## config.mk

```make
export PLATFORM = sky130hd
export DESIGN_NAME = mtr_cmd_sched_flat
export DESIGN_NICKNAME = d
export VERILOG_FILES = /design/src/rtl/mtr_cmd_sched_if.sv /design/src/rtl/mtr_cmd_sched.sv /design/src/flat_wrapper.sv
export SDC_FILE = /design/constraint.sdc
export NUM_CORES = 1
export LEC_CHECK = 0
export CAP_MARGIN = 10
export CORE_AREA = 5 5 135 137
export CTS_CLUSTER_SIZE = 30
export DETAILED_ROUTE_END_ITERATION = 8
export DIE_AREA = 0 0 140 142
export REMOVE_ABC_BUFFERS = 1
export SYNTH_ARGS = -nofsm -noshare
export SYNTH_HDL_FRONTEND = slang
export SYNTH_SLANG_ARGS = --single-unit
```

## constraint.sdc

```tcl
create_clock -name i_clk -period 3.62 [get_ports i_clk]
set_input_delay 0.905 -clock i_clk [delete_from_list [all_inputs] [get_ports i_clk]]
set_output_delay 0.905 -clock i_clk [all_outputs]
set_load 0.02 [all_outputs]
```

## src/rtl/mtr_cmd_sched_if.sv

```systemverilog
// Command handshake between the navigation logic (master) and the motor command scheduler (slave).
// Each command carries a signed 12-bit speed target per wheel.
interface mtr_cmd_sched_if;
  logic               cmd_vld;
  logic               cmd_rdy;
  logic signed [11:0] cmd_lft;
  logic signed [11:0] cmd_rght;

  modport master (output cmd_vld, output cmd_lft, output cmd_rght, input cmd_rdy);
  modport slave  (input cmd_vld, input cmd_lft, input cmd_rght, output cmd_rdy);
endinterface

```

## src/rtl/mtr_cmd_sched.sv

```systemverilog
// Slews wheel speeds toward accepted targets by STEP per tick (4*STEP braking on estop); speeds move one edge after a tick.
// cmd_rdy drops during estop/fault so the source holds the command; LOW_BATT_CUTOFF_EN compiles in the sticky low-battery fault.
module mtr_cmd_sched #(
  parameter int          TICK_DIV  = 1024,
  parameter int          STEP      = 16,
  parameter logic [11:0] VBATT_MIN = 12'hA00
) (
  input  logic               i_clk,
  input  logic               i_rst,
  mtr_cmd_sched_if.slave     cmd_if,
  input  logic               i_estop,
  input  logic [11:0]        i_vbatt,
  output logic signed [11:0] o_lft_spd,
  output logic signed [11:0] o_rght_spd,
  output logic               o_moving,
  output logic               o_done,
  output logic               o_batt_low
);

  localparam int                 TW        = (TICK_DIV > 1) ? $clog2(TICK_DIV) : 1;
  localparam logic [TW-1:0]      TICK_LAST = TW'(TICK_DIV - 1);
  localparam logic signed [12:0] STEP_RAMP = 13'(STEP);
  localparam logic signed [12:0] STEP_STOP = 13'(4 * STEP);

  typedef enum logic [2:0] {S_IDLE, S_RAMP, S_HOLD, S_STOP, S_FAULT} state_t;

  state_t             r_state;
  state_t             w_state_nxt;
  logic [TW-1:0]      r_tick_cnt;
  logic signed [11:0] r_lft;
  logic signed [11:0] r_rght;
  logic signed [11:0] r_tgt_lft;
  logic signed [11:0] r_tgt_rght;
  logic               r_done;
  logic               w_tick;
  logic               w_accept;
  logic               w_at_tgt;
  logic               w_stopped;
  logic               w_tgt_zero;
  logic               w_done_nxt;
  logic               w_fault_trip;

  // 13-bit difference so a full-scale swing (-2048 -> 2047) cannot wrap; never overshoots the target
  function automatic logic signed [11:0] f_step(input logic signed [11:0] cur,
                                                input logic signed [11:0] tgt,
                                                input logic signed [12:0] lim);
    logic signed [12:0] diff;
    logic signed [12:0] mag;
    logic signed [12:0] nxt;
    diff = {tgt[11], tgt} - {cur[11], cur};
    mag  = diff[12] ? -diff : diff;
    if (mag <= lim)    nxt = {tgt[11], tgt};
    else if (diff[12]) nxt = {cur[11], cur} - lim;
    else               nxt = {cur[11], cur} + lim;
    return nxt[11:0];
  endfunction

  assign w_tick         = (r_tick_cnt == TICK_LAST);
  assign cmd_if.cmd_rdy = ((r_state == S_IDLE) || (r_state == S_RAMP) || (r_state == S_HOLD)) && !i_estop;
  assign w_accept       = cmd_if.cmd_vld && cmd_if.cmd_rdy;
  assign w_at_tgt       = (r_lft == r_tgt_lft) && (r_rght == r_tgt_rght);
  assign w_stopped      = ~|r_lft && ~|r_rght;
  assign w_tgt_zero     = ~|r_tgt_lft && ~|r_tgt_rght;

`ifdef LOW_BATT_CUTOFF_EN
  logic [7:0] r_batt_cnt;
  logic       w_vbatt_low;

  assign w_vbatt_low  = (i_vbatt < VBATT_MIN);
  // trips on the edge where the run of low samples reaches 255
  assign w_fault_trip = w_vbatt_low && (r_batt_cnt >= 8'd254);
  assign o_batt_low   = (r_state == S_FAULT);

  always_ff @(posedge i_clk) begin
    if (i_rst)             r_batt_cnt <= 8'd0;
    else if (!w_vbatt_low) r_batt_cnt <= 8'd0;
    else if (r_batt_cnt != 8'hFF) r_batt_cnt <= r_batt_cnt + 8'd1;
  end
`else
  logic w_unused_vbatt;

  assign w_unused_vbatt = ^{i_vbatt, VBATT_MIN};
  assign w_fault_trip   = 1'b0;
  assign o_batt_low     = 1'b0;
`endif

  always_ff @(posedge i_clk) begin
    if (i_rst) r_state <= S_IDLE;
    else       r_state <= w_state_nxt;
  end

  always_comb begin
    w_state_nxt = r_state;
    w_done_nxt  = 1'b0;
    if ((r_state == S_FAULT) || w_fault_trip) begin
      w_state_nxt = S_FAULT;
    end else if (i_estop) begin
      w_state_nxt = S_STOP;
    end else if (w_accept) begin
      w_state_nxt = S_RAMP;
    end else begin
      case (r_state)
        S_RAMP: begin
          if (w_at_tgt) begin
            w_done_nxt  = 1'b1;
            w_state_nxt = w_tgt_zero ? S_IDLE : S_HOLD;
          end
        end
        S_STOP: begin
          if (w_stopped) w_state_nxt = S_IDLE;
        end
        default: ;
      endcase
    end
  end

  always_ff @(posedge i_clk) begin
    if (i_rst) begin
      r_tick_cnt <= '0;
      r_lft      <= 12'sd0;
      r_rght     <= 12'sd0;
      r_tgt_lft  <= 12'sd0;
      r_tgt_rght <= 12'sd0;
      r_done     <= 1'b0;
    end else begin
      r_tick_cnt <= w_tick ? '0 : r_tick_cnt + 1'b1;
      r_done     <= w_done_nxt;
      if (w_state_nxt == S_FAULT) begin
        r_lft      <= 12'sd0;
        r_rght     <= 12'sd0;
        r_tgt_lft  <= 12'sd0;
        r_tgt_rght <= 12'sd0;
      end else begin
        // a tick coinciding with accept or estop still steps with the state/target of this cycle
        if (w_tick && (r_state == S_RAMP)) begin
          r_lft  <= f_step(r_lft, r_tgt_lft, STEP_RAMP);
          r_rght <= f_step(r_rght, r_tgt_rght, STEP_RAMP);
        end else if (w_tick && (r_state == S_STOP)) begin
          r_lft  <= f_step(r_lft, 12'sd0, STEP_STOP);
          r_rght <= f_step(r_rght, 12'sd0, STEP_STOP);
        end
        if (w_accept) begin
          r_tgt_lft  <= cmd_if.cmd_lft;
          r_tgt_rght <= cmd_if.cmd_rght;
        end else if (w_state_nxt == S_STOP) begin
          r_tgt_lft  <= 12'sd0;
          r_tgt_rght <= 12'sd0;
        end
      end
    end
  end

  assign o_lft_spd  = r_lft;
  assign o_rght_spd = r_rght;
  assign o_moving   = !w_stopped;
  assign o_done     = r_done;

endmodule

```

## src/flat_wrapper.sv

```systemverilog
// flat-port wrapper written by rule: the top's interface ports become plain ports
module mtr_cmd_sched_flat 
#(
  parameter int          TICK_DIV  = 1024,
  parameter int          STEP      = 16,
  parameter logic [11:0] VBATT_MIN = 12'hA00
)
  (i_clk, i_rst, i_estop, i_vbatt, o_lft_spd, o_rght_spd, o_moving, o_done, o_batt_low, cmd_if_cmd_vld, cmd_if_cmd_lft, cmd_if_cmd_rght, cmd_if_cmd_rdy);
  mtr_cmd_sched_if cmd_if_i ();
  input  logic i_clk;
  input  logic i_rst;
  input  logic i_estop;
  input  logic [11:0] i_vbatt;
  output logic signed [11:0] o_lft_spd;
  output logic signed [11:0] o_rght_spd;
  output logic o_moving;
  output logic o_done;
  output logic o_batt_low;
  input wire logic [$bits(cmd_if_i.cmd_vld)-1:0] cmd_if_cmd_vld;
  input wire logic [$bits(cmd_if_i.cmd_lft)-1:0] cmd_if_cmd_lft;
  input wire logic [$bits(cmd_if_i.cmd_rght)-1:0] cmd_if_cmd_rght;
  output wire logic [$bits(cmd_if_i.cmd_rdy)-1:0] cmd_if_cmd_rdy;
  assign cmd_if_i.cmd_vld = cmd_if_cmd_vld;
  assign cmd_if_i.cmd_lft = cmd_if_cmd_lft;
  assign cmd_if_i.cmd_rght = cmd_if_cmd_rght;
  assign cmd_if_cmd_rdy = cmd_if_i.cmd_rdy;
  mtr_cmd_sched #(.TICK_DIV(TICK_DIV), .STEP(STEP), .VBATT_MIN(VBATT_MIN)) u_core (.i_clk(i_clk), .i_rst(i_rst), .cmd_if(cmd_if_i), .i_estop(i_estop), .i_vbatt(i_vbatt), .o_lft_spd(o_lft_spd), .o_rght_spd(o_rght_spd), .o_moving(o_moving), .o_done(o_done), .o_batt_low(o_batt_low));
endmodule
```

Yosys cells after proc, flatten, opt, wreduce, memory -nomap -nowiden
Index checks and enable logic that the tools add are counted.
{"block": "word_totals", "output_inout_bits": 28, "regBits": 62}
{"block": "op_classes", "n_addsub": 17, "order_cmp": 4, "n_bitwise": 1, "mux": 27, "n_reduce_logical": 25, "eq_ne": 9}
{"op": "$mux 12", "n": 15}
{"op": "$mux 13", "n": 4}
{"op": "$neg 13->13", "n": 4}
{"op": "$reduce_or 12->1", "n": 4}
{"op": "$le 13x6->1 const B", "n": 2}
{"op": "$le 13x8->1 const B", "n": 2}
{"op": "$sub 1x12->13 const A", "n": 2}
{"op": "$sub 12x12->13", "n": 2}
{"op": "$add 12x6->12 const B", "n": 2}
{"op": "$add 12x8->12 const B", "n": 2}
{"op": "$eq 12x12->1", "n": 2}
{"op": "$sub 12x6->12 const B", "n": 2}
{"op": "$sub 12x8->12 const B", "n": 2}
{"op": "$mux 3", "n": 5}
{"op": "$add 10x1->10 const B", "n": 1}
{"op": "$eq 10x10->1 const B", "n": 1}
{"op": "$eq 3x2->1 const B", "n": 3}
{"op": "$logic_and 1x1->1", "n": 7}
{"op": "$eq 3x3->1 const B", "n": 2}
{"op": "$logic_not 1->1", "n": 6}
{"op": "$pmux 3 s2", "n": 1}
{"op": "$reduce_or 5->1", "n": 1}
{"op": "$reduce_bool 2->1", "n": 2}
{"op": "$reduce_or 2->1", "n": 2}
{"op": "other kinds (6)", "n": 7}

Depth between registers and ports, before layout
{"block": "logic_depth", "depth_word": 12, "ltp_mapped": 19}

Least setup slack after synthesis
OpenSTA, ideal clock, no wires.
{"block": "synth_timing", "path_type": "register to register", "start": "register u_core.r_rght[1], in the netlist u_core.o_rght_spd[1]", "end": "register u_core.r_rght[5], in the netlist u_core.o_rght_spd[5]", "path_stages_with_launch": 14, "arrival_time_ns": 3.910, "setup_slack_ns": -0.412, "path_buffers": 1, "path_cell_list": "dfxtp_1 clkbuf_1 inv_1 fa_1 xor2_1 or4b_1 o21bai_1 nand3_1 or2_2 a32o_1 a2111o_1 o21ai_1 nand2_1 a311o_1"}
{"block": "synth_between", "elab_chain_len": 10, "elab_cells_between_ends": 31, "classes_between": "add/sub (8); order compare (2); eq/ne (2); mux (14); reduce/logical (5)"}
{"element": "start: declaration", "line": "mtr_cmd_sched.sv:31", "rtl": "logic signed [11:0] r_rght;"}
{"element": "start signal: assignment", "line": "mtr_cmd_sched.sv:137", "rtl": "r_rght <= f_step(r_rght, r_tgt_rght, STEP_RAMP);"}
{"element": "start signal: assignment", "line": "mtr_cmd_sched.sv:140", "rtl": "r_rght <= f_step(r_rght, 12'sd0, STEP_STOP);"}
{"element": "parallel branches: the longest is 10 deep, another holds $sub 1x12->13"}
Several ways; the timed one is not identified. The select of a mux whose other input is x is not followed.
A chain may end at the register's enable or synchronous reset.

Final worst setup path
{"block": "layout_timing", "start": "register u_core.r_tgt_rght[0]", "end": "register u_core.r_rght[10], in the netlist u_core.o_rght_spd[10]"}
{"block": "layout_between", "elab_chain_len": 11, "elab_cells_between_ends": 20, "classes_between": "add/sub (2); order compare (1); eq/ne (2); mux (10); reduce/logical (5)"}
{"element": "start: declaration", "line": "mtr_cmd_sched.sv:33", "rtl": "logic signed [11:0] r_tgt_rght;"}
{"element": "start signal: assignment", "line": "mtr_cmd_sched.sv:144", "rtl": "r_tgt_rght <= cmd_if.cmd_rght;"}
{"element": "parallel branches: the longest is 11 deep, another holds $sub 12x12->13"}
Several ways; the timed one is not identified.

==> impl_metrics.yaml <==
timing:
  finalHoldViolCount: 0
  timing.final.max_slew_violations: 0
  tightest_slew_ns: 0.774
  max_freq_mhz: 268
  clock_skew_ns: 0.00698
  setup_ws_ns: -0.110
  finalCritPeriodShare: 1.03
  relSlewSlack: 0.483
  finalSetupViolCount: 9
  rsz0062_at_grt: "true"
  finalSetupTns_ns: -0.505
  min_period_ns: 3.73
final_layout:
  antenna_cells: 0
  layout_common_cells: "buf_4, nor2_1, dfxtp_1"
  fin_util: 0.529
  final_layout_size_suffix_gt1_frac: 0.229
  layout_commonest_cell: "buf_4"
  final_area_mm2: 0.00896
  syn2layout_area_growth_pct: 35.4
  fin_nets: 1149
  fin_cells: 1284
power:
  power_mw: 2.66
  switchingPower_mw: 0.879
  peakVddDrop_uv: 234
  p_comb_frac: 0.374
  power-per-cell-area_mw_per_mm2: 297
  internal_power_mw: 1.78
  pwr-share-seq: 0.271
  p_leak_nw: 3.74
  clkPwrFrac: 0.356
  swShare: 0.330
floorplanning:
  start_util: 0.391
  core_mm2: 0.0169
  die_y_um: 142
  dieArea_mm2: 0.0199
  io_pins: 68
  die_w_um: 140
  num_rows: 48
logic_synthesis:
  syn_area_mm2: 0.00662
  synth_flop_cell: "dfxtp_1"
  synthArstFlopShare: 0
  synth_area_leaders: "dfxtp_1, ha_1, xnor2_1"
  synth_cell_types: 80
  avgSynthCellArea_um2: 7.45
  synth_warnings: 0
  ys_ff_latch: 62
  synth_seq_area_share: 0.188
  synth_enable_flop_cells: 0
  yosys.area.top_type: "dfxtp_1"
  syn_inst: 888
  synth_top_area_share: 0.188
route:
  finalWirelength_mm: 21.9
  first_pass_iters: 5
  wl_per_cell_um: 17.1
  vias: 7313
  ant_nets: 0
  vias_per_cell: 5.70
  route.detailed.drc: 0
  drt_iter0_markers: 431
outcome:
  violations: "setup timing"
  status: "finished, violations left"
clocking:
  cts_sinks: 62
  htreeDepth: 3
  ctsHoldBuffers: 0
  clk_pin_slew_worst_paths_ns: 0.06
  clockBufferDepth: 2
  cts_root_buf: "clkbuf_16"
  cts_tree: "done"
  cts_buffers: 9
  insertion_delay_ns: 0.34
setup_path:
  cpMostUsedCell: "inv_2"
  required_ns: 3.85
  end_kind: "flop"
  crit_family: "compound AO/OA/AOI/OAI gates"
  crit_cells: 15
  rr_worst_depth: 15
  cp_max_fo: 6
  max_stage_delay_ns: 0.51
  cp.arrival_ns: 3.96
  critPathLaunchType: "flop"
  slowest_stage: "or4b_1"
  crit_type: "flop to flop"
  path_buf_inv: 3
  worstPathCellList: "inv_2 -> ha_4 -> inv_2 -> fa_2 -> buf_6 -> xor2_2 -> or4b_1 -> o21bai_1 -> nand3_1 -> or2_4 -> a32o_1 -> a2111o_1 -> o21ai_2 -> nand2_4 -> a311o_1"
global_route:
  grt_max_degree: 26
  grt_pass1_vias: 6906
  busiest_layer: "met2"
  met3_usage: 0.0282
  antenna_found_initial: 0
  met2_usage: 0.372
  grt_pass1_wl_mm: 34.7
  met1_usage: 0.274
  track_usage: 0.214
  grt_overflow: 0
worst_hold_path:
  hp-class: "flop to flop"
  hold_depth: 1
placed_design:
  placed_area_mm2: 0.00825
  dp_hpwl_mm: 16.8
  dp.cells: 1255
  port_buffers: 54
  gp_congestion: 0.882
flow_run:
  drv_cap: 0
-- worst reg2reg max path, cell delays in order, from the launching register on --
cell,delay (ns)
dfxtp_2,0.32
inv_2,0.06
ha_4,0.13
inv_2,0.03
fa_2,0.37
buf_6,0.14
xor2_2,0.14
or4b_1,0.51
o21bai_1,0.19
nand3_1,0.10
or2_4,0.26
a32o_1,0.25
a2111o_1,0.40
o21ai_2,0.23
nand2_4,0.12
a311o_1,0.36
-- routing by layer --
layer  share of wire  wire length, um
met1            0.45             9870
met2            0.48            10500
met3           0.047             1040
met4           0.025              551
met5               0                0
-- per-stage QoR --
step / hold WS (ns) / setup slack (ns)
finish: 0.466 / -0.110
CTS: 0.471 / 0.0000440
floorplan: 0.430 / -0.397
global route: 0.493 / -0.258
global placement: 0.447 / -0.183
detailed placement: 0.459 / -0.207
-- worst paths after layout --
kind                                           from                            endpoint  slack (ns)
hold / removal      u_core.r_tick_cnt[0]$_SDFF_PP0_     u_core.r_tick_cnt[0]$_SDFF_PP0_        0.47
hold reg to reg     u_core.r_tick_cnt[0]$_SDFF_PP0_     u_core.r_tick_cnt[0]$_SDFF_PP0_        0.47
setup / recovery  u_core.r_tgt_rght[0]$_SDFFE_PP0P_  u_core.o_rght_spd[10]$_SDFFE_PP0P_       -0.11
setup reg to reg  u_core.r_tgt_rght[0]$_SDFFE_PP0P_  u_core.o_rght_spd[10]$_SDFFE_PP0P_       -0.11
-- area by class of cell --
class	count	area, um2
Clock inverter	2	37.5
Timing Repair Buffer	201	1700
Multi-Input combinational cell	726	5210
Sequential cell	62	1240
Tap cell	225	282
Fill cell	1651	7980
Clock buffer	14	284
Inverter	54	205
-- registers in the layout, summed over array words and instances, names as in the netlist --
register / count
u_core.o_rght_spd: 12
u_core.r_tick_cnt: 10
u_core.r_tgt_lft: 12
u_core.o_done: 1
u_core.o_lft_spd: 12
u_core.r_state: 3
u_core.r_tgt_rght: 12
-- logic make-up (layout without fill, tap and decap cells) --
logic type / Yosys count / count (layout) / share of synthesized area
flops: 62 / 62 / 0.188
mux: 17 / 17 / 0.0263
simple gates: 331 / 331 / 0.260
other cells: 1 / 1 / 0.000567
fa+ha+maj: 55 / 55 / 0.111
compound gates: 266 / 266 / 0.279
xor+xnor: 56 / 56 / 0.0741
buf+inv: 100 / 271 / 0.0616
-- power groups by stage --
stage | Clock (mW) | Combinational [mW] | Sequential (mW)
floorplan | 0 | 0.537 | 0.728
global placement | 0 | 0.852 | 0.734
detailed placement | 0 | 0.857 | 0.734
CTS | 0.957 | 0.892 | 0.719
global route | 0.992 | 1.08 | 0.722
finish | 0.946 | 0.994 | 0.720
-- cell usage after synthesis, types with 25 or more instances --
library cell / number
clkbuf_1: 31
nor2_1: 93
xnor2_1: 41
inv_1: 53
a22oi_1: 30
o21ai_0: 32
nand3_1: 33
ha_1: 49
dfxtp_1: 62
nor3_1: 25
a21oi_1: 57
nand2_1: 50
-- repair_timing --
item	CTS	global route
gates resized for setup	16	62
buffers inserted	4	10
gates cloned	0	1
pin swaps	11	42
setup endpoints to repair	22	48
Note: power is estimated with default switching activity, not from simulation.
